==> src/rtl/pipe_ctrl_pkg.sv <==
// Shared types and constants for the pipeline hazard/stall controller.
package pipe_ctrl_pkg;

  // Controller state encoding; the numeric values appear on the state port.
  typedef enum logic [1:0] {
    RUN      = 2'd0,
    MEM_WAIT = 2'd1,
    ERROR    = 2'd2
  } state_t;

  // Width of the internal memory-wait cycle counter.
  localparam int WAIT_W = 8;

  // Default width of the performance counters.
  localparam int CNT_W_DEF = 16;

endpackage

==> src/rtl/pipe_ctrl_sat_counter.sv <==
// Saturating up-counter with synchronous active-high clear.
module sat_counter #(
  parameter int W = 16
) (
  input  logic         clk,
  input  logic         rst,
  input  logic         inc,
  output logic [W-1:0] count
);

  // Count up on inc, stick at all-ones rather than wrapping.
  always_ff @(posedge clk) begin
    if (rst) begin
      count <= '0;
    end else if (inc && (count != '1)) begin
      count <= count + W'(1);
    end
  end

endmodule

==> src/rtl/pipe_ctrl.sv <==
// Pipeline control: freezes and flushes for memory stalls, taken branches
// and data hazards, with a memory-timeout error state and two saturating
// performance counters. Control outputs are combinational from the
// registered state and the current inputs.
module pipe_ctrl
  import pipe_ctrl_pkg::*;
#(
  parameter int MEM_TIMEOUT = 255,
  parameter int CNT_W       = CNT_W_DEF
) (
  input  logic             clk,
  input  logic             rst,
  input  logic             hazard,
  input  logic             branch_taken,
  input  logic             mem_req,
  input  logic             mem_ready,
  output logic             pc_freeze,
  output logic             if_freeze,
  output logic             if_flush,
  output logic             id_flush,
  output logic             back_freeze,
  output logic             err,
  output logic [1:0]       state,
  output logic [CNT_W-1:0] stall_cnt,
  output logic [CNT_W-1:0] flush_cnt
);

  state_t            cur_state;
  logic [WAIT_W-1:0] wait_cnt;
  logic              mem_stall;
  state_t            eff_state;

  assign mem_stall = mem_req && !mem_ready;
  // Reset forces the outputs to follow the RUN rules in the same cycle.
  assign eff_state = rst ? RUN : cur_state;

  // Control decode: mem_stall > branch_taken > hazard while running.
  always_comb begin
    pc_freeze   = 1'b0;
    if_freeze   = 1'b0;
    if_flush    = 1'b0;
    id_flush    = 1'b0;
    back_freeze = 1'b0;
    case (eff_state)
      RUN, MEM_WAIT: begin
        // In MEM_WAIT the only stall source is the outstanding access.
        if ((eff_state == RUN) ? mem_stall : !mem_ready) begin
          pc_freeze   = 1'b1;
          if_freeze   = 1'b1;
          back_freeze = 1'b1;
        end else if (branch_taken) begin
          if_flush = 1'b1;
          id_flush = 1'b1;
        end else if (hazard) begin
          pc_freeze = 1'b1;
          if_freeze = 1'b1;
          id_flush  = 1'b1;
        end
      end
      default: begin
        pc_freeze   = 1'b1;
        if_freeze   = 1'b1;
        back_freeze = 1'b1;
      end
    endcase
  end

  // State and wait-cycle tracking; ERROR is left only through rst.
  always_ff @(posedge clk) begin
    if (rst) begin
      cur_state <= RUN;
      wait_cnt  <= '0;
    end else begin
      case (cur_state)
        RUN: begin
          if (mem_stall) begin
            cur_state <= MEM_WAIT;
            wait_cnt  <= WAIT_W'(1);
          end
        end
        MEM_WAIT: begin
          if (mem_ready) begin
            cur_state <= RUN;
            wait_cnt  <= '0;
          end else if (wait_cnt == WAIT_W'(MEM_TIMEOUT)) begin
            cur_state <= ERROR;
            wait_cnt  <= '0;
          end else begin
            wait_cnt <= wait_cnt + WAIT_W'(1);
          end
        end
        default: begin
          cur_state <= ERROR;
          wait_cnt  <= '0;
        end
      endcase
    end
  end

  assign state = cur_state;
  assign err   = (cur_state == ERROR);

  sat_counter #(.W(CNT_W)) u_stall_cnt (
    .clk   (clk),
    .rst   (rst),
    .inc   (pc_freeze),
    .count (stall_cnt)
  );

  sat_counter #(.W(CNT_W)) u_flush_cnt (
    .clk   (clk),
    .rst   (rst),
    .inc   (if_flush),
    .count (flush_cnt)
  );

endmodule
==> config.mk <==
export PLATFORM = sky130hd
export DESIGN_NAME = pipe_ctrl
export DESIGN_NICKNAME = d
export VERILOG_FILES = /design/src/rtl/pipe_ctrl_pkg.sv /design/src/rtl/pipe_ctrl_sat_counter.sv /design/src/rtl/pipe_ctrl.sv
export SDC_FILE = /design/constraint.sdc
export NUM_CORES = 1
export LEC_CHECK = 0
export ABC_CLOCK_PERIOD_IN_PS = 2600
export BUFFER_PORTS_ARGS = -buffer_cell sky130_fd_sc_hd__buf_2
export CORE_MARGIN = 2
export CORE_UTILIZATION = 50
export CTS_BUF_LIST = sky130_fd_sc_hd__clkbuf_4 sky130_fd_sc_hd__clkbuf_8
export DETAILED_ROUTE_END_ITERATION = 8
export PLACE_DENSITY = 0.74
export SLEW_MARGIN = 20
export SYNTH_ARGS = -nofsm -noshare
export SYNTH_HDL_FRONTEND = slang
export SYNTH_SLANG_ARGS = --single-unit
export TNS_END_PERCENT = 20
==> constraint.sdc <==
create_clock -name clk -period 2.6 [get_ports clk]
set_clock_uncertainty 0.15 [all_clocks]
set_input_delay 0.52 -clock clk [delete_from_list [all_inputs] [get_ports clk]]
set_output_delay 0.52 -clock clk [all_outputs]
set_load 0.005 [all_outputs]
==> summary.txt, run 1 <==
TritonCTS clock tree - done
fin crit share - 94.95%
GRT Max-Usage Layer - met2
Total GRT Usage - 20.51%
fmax - 405.1 MHz
Synth warnings - 0
diodes inserted - 0
DIE WIDTH - 68.55 µm
post_cts resized - 0
setup TNS - 0 ns
Initial Util - 52.08%
GR Overflow Total - 0
number of synthesized flops with an enable pin - 0
drt first pass iters - 4
CP required - 1.93 ns
met3 Resource Use GR - 4.870%
Final ANT Viol Nets - 0
crit path launch - state[0]$_SDFFE_PP0P_
number of fill cells - 386
ys async rst share - 0%
Critical Path AT - 1.80 ns
Slew @ Worst Pin - 0.5910 ns
startpoint types - flip-flop
Worst-path clk slew - 0.08 ns
max_cap viols - 0
area of the die - 4699 µm²
sequential area share after synthesis - 40.36%
area grow syn2layout - 19.70%
Iteration-0 DRC Markers - 92
R2R setup slack - 0.19 ns
M2 GR Usage - 33.41%
RSZ-0062 raised after global routing - false
Distinct cells, synth - 39
status - complete, no violations
count of final hold-check violations - 0
GPL Wtd Cong - 0.8685
IO Pins - 46
Seq cells post-synth - 42
DIE HEIGHT - 68.55 µm
share of Yosys cell area claimed by the top area cell type - 40.36%
dpl hpwl - 3209 µm
global-route wire length before repair - 7403 µm
via count - 1954
leakage - 0.9904 nW
row count - 23
post-CTS setup buffers - 0
hold slack - 0.3627 ns
Reg-to-Reg Start - state[0]$_SDFFE_PP0P_
Final Max Slew Viols - 0
Placeable Area - 4000 µm²
crit path time final - 2.469 ns
antenna violations before repair - 0
Cell Pwr Density - 485.2 nW/µm²
Sink Count - 42
Syn Std Cell Area - 2083 µm²
share of layout cells above drive strength 1 - 21.38%
Vias/cell - 5.520
maximum VDD drop - 0.3559 mV
TritonCTS Buffers - 5
largest net degree at the start of global routing - 28
Setup Viol. Count Final - 0
Final Power - 1.210 mW
RR Endpoint - u_flush_cnt.count[9]$_SDFFE_PP0P_
r2r worst-path depth - 5
Primary FF master, synth - dfxtp_1
Hold-fix buffers, CTS - 0
WL/cell - 12.68 µm
Clock Latency Late Sink - 0.29 ns
Synth area leader - dfxtp_1
H-tree lvl count - 2
Mapped Cells - 252
vias in the first global route - 1718
Setup crit end kind - output pin
Synth area leaders - dfxtp_1 (40%), xnor2_1 (8.8%), nor2_1 (7.4%)
slew margin rel. - 60.30%
WL final - 4489 µm
DR DRC count - 0
Hold WC Path Type - reg2reg
Clock Tree Root - clkbuf_8
nets - 312
PortBufs - 45
clk buf depth - 2
crit path kind - reg2out
Mean Syn Cell Area - 8.267 µm²
Post-Syn Nets - 261
crit path to - if_flush
Worst Path Max Fanout - 14
met1 Track Usage GR - 26.69%
==> placed cells by master, fill, tap and decap left out, drive strengths merged, types with 2 or more instances in the layout <==
cell	count
and4b	2
nor3	11
and4	7
xor2	4
nor4	7
a31oi	2
a211oi	7
nor2b	4
dfxtp	42
nand3	14
xnor2	21
nand2	18
nor2	41
nand4	6
ha	3
nor3b	2
and3	6
or4	2
or3	4
inv	7
a21oi	11
o21ai	5
clkbuf	6
buf	53
a2111oi	4
==> flip-flops by register name (all words and copies together) (netlist names) <==
register	cells
wait_cnt	8
u_flush_cnt.count	16
state	2
u_stall_cnt.count	16
==> through the flow <==
stage	cell area, µm²	worst slack [ns]	utilization, %	cells
after global routing	2494	0.05207	62.34	354
after global placement	2399	0.09459	59.96	346
after detailed placement	2399	0.02537	59.96	346
final	2494	0.1314	62.34	354
after floorplan	2085	0.1050	-	252
after CTS	2494	0.1204	62.34	354
==> power breakdown <==
group          total, mW  switching [mW]  internal, mW
Combinational      0.105          0.0591        0.0454
Sequential         0.668          0.0139         0.654
Clock              0.437           0.224         0.213
==> metal layers <==
layer  share of wire (%)  vias to the layer above
met5                   0                        -
li1                    -                     1003
met3                 4.3                        5
met2                  47                       38
met1                  48                      908
met4                 1.2                        0
==> synthesized netlist by cell type, drive strengths merged, types with 2 or more instances <==
| master | count |
|---|---|
| a2111oi | 4 |
| a211oi | 7 |
| a21oi | 11 |
| a31oi | 2 |
| and3 | 6 |
| and4 | 7 |
| and4b | 2 |
| buf | 2 |
| clkbuf | 7 |
| dfxtp | 42 |
| ha | 3 |
| inv | 7 |
| nand2 | 18 |
| nand3 | 14 |
| nand4 | 6 |
| nor2 | 41 |
| nor2b | 4 |
| nor3 | 11 |
| nor3b | 2 |
| nor4 | 7 |
| o21ai | 5 |
| or3 | 4 |
| or4 | 2 |
| xnor2 | 21 |
| xor2 | 4 |
==> critical path, stage by stage (launching register included) <==
cell and delay [ns]:
dfxtp_1 0.38, nor3b_1 0.19, or4_1 0.56, buf_4 0.22
inv_1 0.06, buf_2 0.10
==> how the worst min path moves through the flow <==
stage	startpoint	end	slack, ns	depth (start not counted)
after floorplan	wait_cnt[1]$_SDFFE_PP0P_	wait_cnt[1]$_SDFFE_PP0P_	0.32	2
after global placement	wait_cnt[1]$_SDFFE_PP0P_	wait_cnt[1]$_SDFFE_PP0P_	0.35	2
after detailed placement	wait_cnt[1]$_SDFFE_PP0P_	wait_cnt[1]$_SDFFE_PP0P_	0.35	2
after CTS	wait_cnt[1]$_SDFFE_PP0P_	wait_cnt[1]$_SDFFE_PP0P_	0.36	2
after global routing	wait_cnt[1]$_SDFFE_PP0P_	wait_cnt[1]$_SDFFE_PP0P_	0.38	2
final	wait_cnt[1]$_SDFFE_PP0P_	wait_cnt[1]$_SDFFE_PP0P_	0.36	2
==> logic make-up after synthesis <==
kind of cell / share of synthesized area, %
buffers and inverters: 3.123
AOI/OAI and AO/OA: 10.63
and+or+nand+nor: 32.55
xor gates and xnor gates: 10.51
muxes: 1.021
adders and majority gates: 1.802
DFF: 40.36
==> cell type report <==
| type | count | area, µm² | share of cell area, % |
|---|---|---|---|
| Multi-Input combinational cell | 194 | 1184 | 47.47 |
| Inverter | 7 | 26.28 | 1.054 |
| Clock inverter | 2 | 12.51 | 0.5018 |
| Clock buffer | 6 | 82.58 | 3.312 |
| Sequential cell | 42 | 840.8 | 33.72 |
| Timing Repair Buffer | 53 | 285.3 | 11.44 |
| Tap cell | 50 | 62.56 | 2.509 |
Note: power is estimated with default switching activity, not from simulation.
==> inputs of run 2 (changes only) <==
--- a/config.mk
+++ b/config.mk
@@ -12,6 +12,7 @@
 export CTS_BUF_LIST = sky130_fd_sc_hd__clkbuf_4 sky130_fd_sc_hd__clkbuf_8
 export DETAILED_ROUTE_END_ITERATION = 8
 export PLACE_DENSITY = 0.74
+export SETUP_SLACK_MARGIN = 0.2
 export SLEW_MARGIN = 20
 export SYNTH_ARGS = -nofsm -noshare
 export SYNTH_HDL_FRONTEND = slang
==> summary.txt, run 2 (same netlist as run 1, synthesis figures left out) <==
drt first pass iters - 4
share of layout cells above drive strength 1 - 22.04%
Final ANT Viol Nets - 0
commonest non-fill, non-tap cell in the layout - buf_2
Clock Latency Late Sink - 0.29 ns
IO Pins - 46
WL/cell - 12.94 µm
hold slack - 0.3686 ns
count of final hold-check violations - 0
crit path to - if_flush
DR DRC count - 0
Final Power - 1.217 mW
Vias/cell - 5.523
sw frac - 23.85%
Slew @ Worst Pin - 0.6157 ns
Iteration-0 DRC Markers - 79
DIE HEIGHT - 68.55 µm
DIE WIDTH - 68.55 µm
RSZ-0062 raised after global routing - true
Clock Tree Root - clkbuf_8
TritonCTS clock tree - done
number of fill cells - 367
via count - 1955
WL final - 4580 µm
H-tree lvl count - 2
Reg-to-Reg Start - state[0]$_SDFFE_PP0P_
max_cap viols - 0
row count - 23
setup TNS - 0 ns
GR Overflow Total - 0
R2R setup slack - 0.29 ns
crit path time final - 2.351 ns
crit path kind - reg2out
diodes inserted - 0
fin crit share - 90.41%
TritonCTS Buffers - 5
delay-heaviest family, CP - simple AND/OR/NAND/NOR gates
Setup WS pre-CTS - 0.04090 ns
CP required - 1.93 ns
maximum VDD drop - 0.3147 mV
largest net degree at the start of global routing - 28
vias in the first global route - 1709
dpl hpwl - 3287 µm
GPL Wtd Cong - 0.8749
Finished Cell Area - 2502 µm²
post-route insts no fill - 354
Setup Viol. Count Final - 0
net switching power - 0.2901 mW
Hold WC Path Type - reg2reg
max incr delay on CP - 0.54 ns
nets - 312
Setup crit end kind - output pin
worst path bufs/invs - 3
most frequent cells in the layout - buf_2 (45), nor2_1 (41), dfxtp_1 (41)
Final Max Slew Viols - 0
post-CTS setup buffers - 0
Seq pwr share - 54.9%
Levels on crit path - 5
slowest library cell on the worst path - or4_4
Post-DP Area - 2399 µm²
RR Endpoint - u_flush_cnt.count[11]$_SDFFE_PP0P_
Total GRT Usage - 21.21%
startpoint types - flip-flop
Hold-fix buffers, CTS - 0
PortBufs - 45
Initial Util - 52.08%
Int Pwr - 0.9264 mW
Final WS setup - 0.2495 ns
fmax - 425.4 MHz
area of the die - 4699 µm²
clk buf depth - 2
cells along the critical path - nor3b_1, or4_4, buf_6, inv_1, buf_2
Sink Count - 42
area grow syn2layout - 20.12%
antenna violations before repair - 0
r2r worst-path depth - 5
Worst Path Max Fanout - 14
crit path launch - state[0]$_SDFFE_PP0P_
slew margin rel. - 57.89%
Finished Core Util - 62.56%
Hold Path Depth - 2
Worst-path clk slew - 0.07 ns
leakage - 0.9974 nW
status - complete, no violations
Top Registers - u_flush_cnt.count x16, u_stall_cnt.count x16, wait_cnt x8
Cell Pwr Density - 486.1 nW/µm²
Comb pwr share - 8.8%
Placeable Area - 4000 µm²
Critical Path AT - 1.68 ns
Placed Cells - 346
global-route wire length before repair - 7583 µm
Clock power frac - 36.3%
run 2: how the worst min path moves through the flow:
| stage | start | endpoint | slack (ns) |
|---|---|---|---|
| after floorplan | wait_cnt[1]$_SDFFE_PP0P_ | wait_cnt[1]$_SDFFE_PP0P_ | 0.32 |
| after global placement | wait_cnt[1]$_SDFFE_PP0P_ | wait_cnt[1]$_SDFFE_PP0P_ | 0.35 |
| after detailed placement | wait_cnt[7]$_SDFFE_PP0P_ | wait_cnt[7]$_SDFFE_PP0P_ | 0.36 |
| after CTS | wait_cnt[1]$_SDFFE_PP0P_ | wait_cnt[1]$_SDFFE_PP0P_ | 0.37 |
| after global routing | u_flush_cnt.count[13]$_SDFFE_PP0P_ | u_flush_cnt.count[13]$_SDFFE_PP0P_ | 0.39 |
| final | wait_cnt[1]$_SDFFE_PP0P_ | wait_cnt[1]$_SDFFE_PP0P_ | 0.37 |
run 2: cell type report:
| cell class | count | area [µm²] | area share (%) |
|---|---|---|---|
| Timing Repair Buffer | 53 | 289.0 | 11.55 |
| Inverter | 7 | 26.28 | 1.050 |
| Tap cell | 50 | 62.56 | 2.500 |
| Multi-Input combinational cell | 194 | 1187 | 47.45 |
| Sequential cell | 42 | 842.1 | 33.65 |
| Clock buffer | 7 | 90.09 | 3.600 |
| Clock inverter | 1 | 5.005 | 0.2000 |
run 2: repair_timing:
action,CTS,global route
setup endpoints to repair,1,5
gates resized for setup,2,1
hold endpoints to repair,0,0
pin swaps,0,0
run 2: power groups by stage:
stage,Combinational (mW),Sequential [mW],Clock (mW)
3_3_place_gp,0.103,0.682,0
2_1_floorplan,0.0652,0.682,0
3_5_place_dp,0.105,0.682,0
5_1_grt,0.120,0.670,0.474
4_1_cts,0.108,0.667,0.457
6_report,0.107,0.667,0.442
run 2: worst reg2reg max path, cell delays in order (launching register included):
cell     delay (ns)
dfxtp_2        0.36
nor3b_1        0.17
or4_4          0.54
or4b_4         0.58
or3_1          0.32
a21oi_1        0.14
run 2: routing by layer:
layer	routed length, µm	track usage (%)	up-vias
met5	0	0	-
met4	48	7.250	0
met3	201	5.195	5
met2	2124	33.77	42
met1	2205	27.95	902
li1	-	-	1006
==> inputs of run 3 (changes only) <==
--- a/config.mk
+++ b/config.mk
@@ -8,13 +8,14 @@
 export ABC_CLOCK_PERIOD_IN_PS = 2600
 export BUFFER_PORTS_ARGS = -buffer_cell sky130_fd_sc_hd__buf_2
 export CORE_MARGIN = 2
-export CORE_UTILIZATION = 50
+export CORE_UTILIZATION = 51
 export CTS_BUF_LIST = sky130_fd_sc_hd__clkbuf_4 sky130_fd_sc_hd__clkbuf_8
 export DETAILED_ROUTE_END_ITERATION = 8
-export PLACE_DENSITY = 0.74
+export PLACE_DENSITY = 0.75
 export SETUP_SLACK_MARGIN = 0.2
 export SLEW_MARGIN = 20
 export SYNTH_ARGS = -nofsm -noshare
 export SYNTH_HDL_FRONTEND = slang
+export SYNTH_HIERARCHICAL = 1
 export SYNTH_SLANG_ARGS = --single-unit
 export TNS_END_PERCENT = 20
==> summary.txt, run 3 <==
status - complete, no violations
ys async rst share - 0%
GR Overflow Total - 0
Total GRT Usage - 19.82%
crit path kind - reg2out
Iteration-0 DRC Markers - 100
fmax - 432.2 MHz
count of final hold-check violations - 0
PortBufs - 45
antenna violations before repair - 0
GPL Wtd Cong - 0.8886
Clock Tree Root - clkbuf_8
fin crit share - 88.99%
drt first pass iters - 4
commonest non-fill, non-tap cell in the layout - buf_2
DR DRC count - 0
row count - 24
CP required - 1.93 ns
most common cell in the netlist - dfxtp_1
leakage - 0.9990 nW
RSZ-0062 raised after global routing - true
Setup crit end kind - output pin
number of synthesized flops with an enable pin - 0
Final ANT Viol Nets - 0
sequential area share after synthesis - 37.46%
TritonCTS clock tree - done
max_cap viols - 0
Initial Util - 52.27%
Final Max Slew Viols - 0
diodes inserted - 0
slew margin rel. - 58.12%
Clock Latency Late Sink - 0.29 ns
WL/cell - 13.15 µm
WL final - 4800 µm
Cell Pwr Density - 472.2 nW/µm²
TritonCTS Buffers - 5
Worst Path Max Fanout - 6
share of Yosys cell area claimed by the top area cell type - 37.46%
Worst-path clk slew - 0.08 ns
vias in the first global route - 1866
Sink Count - 42
post-route insts no fill - 365
Synth top cells by count - dfxtp_1 (42), a21oi_1 (25), nand3_1 (19), nor2_1 (19), nand2_1 (16)
most frequent cells in the layout - buf_2 (45), dfxtp_1 (42), a21oi_1 (25)
Distinct cells, synth - 47
Hold-fix buffers, CTS - 0
share of layout cells above drive strength 1 - 23.64%
largest net degree at the start of global routing - 39
Mapped Cells - 265
Seq cells post-synth - 42
dpl hpwl - 3493 µm
hold slack - 0.3344 ns
Mean Syn Cell Area - 8.470 µm²
Synth area leader - dfxtp_1
DIE WIDTH - 70.34 µm
Syn Std Cell Area - 2245 µm²
area of the die - 4948 µm²
Vias/cell - 5.855
Placeable Area - 4294 µm²
area grow syn2layout - 16.56%
crit path time final - 2.314 ns
maximum VDD drop - 0.2593 mV
nets - 321
DIE HEIGHT - 70.34 µm
number of fill cells - 415
post-CTS setup buffers - 0
via count - 2137
global-route wire length before repair - 8148 µm
post_cts resized - 1
setup TNS - 0 ns
Primary FF master, synth - dfxtp_1
Synth warnings - 6
IO Pins - 46
Critical Path AT - 1.64 ns
Placed Cells - 357
Hold WC Path Type - reg2reg
Setup Viol. Count Final - 0
Top Registers - u_flush_cnt/count x16, u_stall_cnt/count x16, wait_cnt x8
Slew @ Worst Pin - 0.6200 ns
Post-Syn Nets - 274
clk buf depth - 2
H-tree lvl count - 2
Synth area leaders - dfxtp_1 (37%), a21oi_1 (5.6%), or4_1 (4.7%)
startpoint types - flip-flop
## run 3: cell count changes after synthesis, sizes merged, moves of 5 or more
cell / change
a211oi: -5
or4: +12
nand3: +5
o21ai: +7
o31ai: +12
a21oi: +15
nor2: -19
xnor2: -12
## run 3: report_power, final
part / switching [mW] / leakage, nW / internal, mW
clock: 0.220 / 0.0472 / 0.213
sequential: 0.0188 / 0.339 / 0.658
combinational: 0.0742 / 0.612 / 0.0507
total: 0.313 / 0.999 / 0.922
## run 3: cell type report
type                       instances  area (µm²)  area share, %
inverter                          11       41.29          1.578
tap                               52       65.06          2.487
clock inverter                     2       12.51         0.4782
clock buffer                       6       82.58          3.156
multi-input combinational        202        1311          50.12
timing repair buffer              50       262.8          10.04
sequential                        42       840.8          32.14
## run 3: through the flow
stage	power (mW)	area (µm²)	setup WS, ns	util (%)
final	1.235	2616	0.2863	60.93
after global routing	1.295	2616	0.1999	60.93
after CTS	1.250	2616	0.2851	60.93
after detailed placement	0.8170	2521	0.07792	58.71
after global placement	0.8142	2521	0.1711	58.71
after floorplan	0.7705	2245	0.3416	-
## run 3: cell families (layout without fill, tap and decap cells)
group / Yosys count / in the layout / share of synthesized area (%)
AND/OR/NAND/NOR: 123 / 123 / 34.06
AO/OA/AOI/OAI: 63 / 63 / 17.28
adder cells (fa/ha/maj): 3 / 3 / 1.672
XOR/XNOR: 9 / 9 / 3.512
multiplexers: 4 / 4 / 1.895
flip-flops: 42 / 42 / 37.46
buffers and inverters: 21 / 69 / 4.125
## run 3: final timing paths
kind / cells past startpoint / endpoint / from / slack, ns
min reg2reg: 1 / wait_cnt[6]$_SDFFE_PP0P_ / wait_cnt[6]$_SDFFE_PP0P_ / 0.33
max: 5 / if_freeze / state[0]$_SDFFE_PP0P_ / 0.29
min: 1 / wait_cnt[6]$_SDFFE_PP0P_ / wait_cnt[6]$_SDFFE_PP0P_ / 0.33
max reg2reg: 6 / u_stall_cnt/count[11]$_SDFFE_PP0P_ / state[0]$_SDFFE_PP0P_ / 0.35
## run 3: critical path, cell delays in order (launching register included)
cell and delay (ns):
dfxtp_1 0.37, a21oi_1 0.17, a2bb2oi_1 0.27, o21ai_1 0.22, buf_4 0.20, buf_2 0.12
## run 3: metal layers
| metal | global-route usage, % | part of all wire [%] | up-vias |
|---|---|---|---|
| li1 | - | - | 1089 |
| met1 | 26.31 | 47 | 1000 |
| met2 | 31.76 | 47 | 40 |
| met3 | 4.762 | 3.9 | 8 |
| met4 | 6.197 | 1.4 | 0 |
| met5 | 0 | 0 | - |
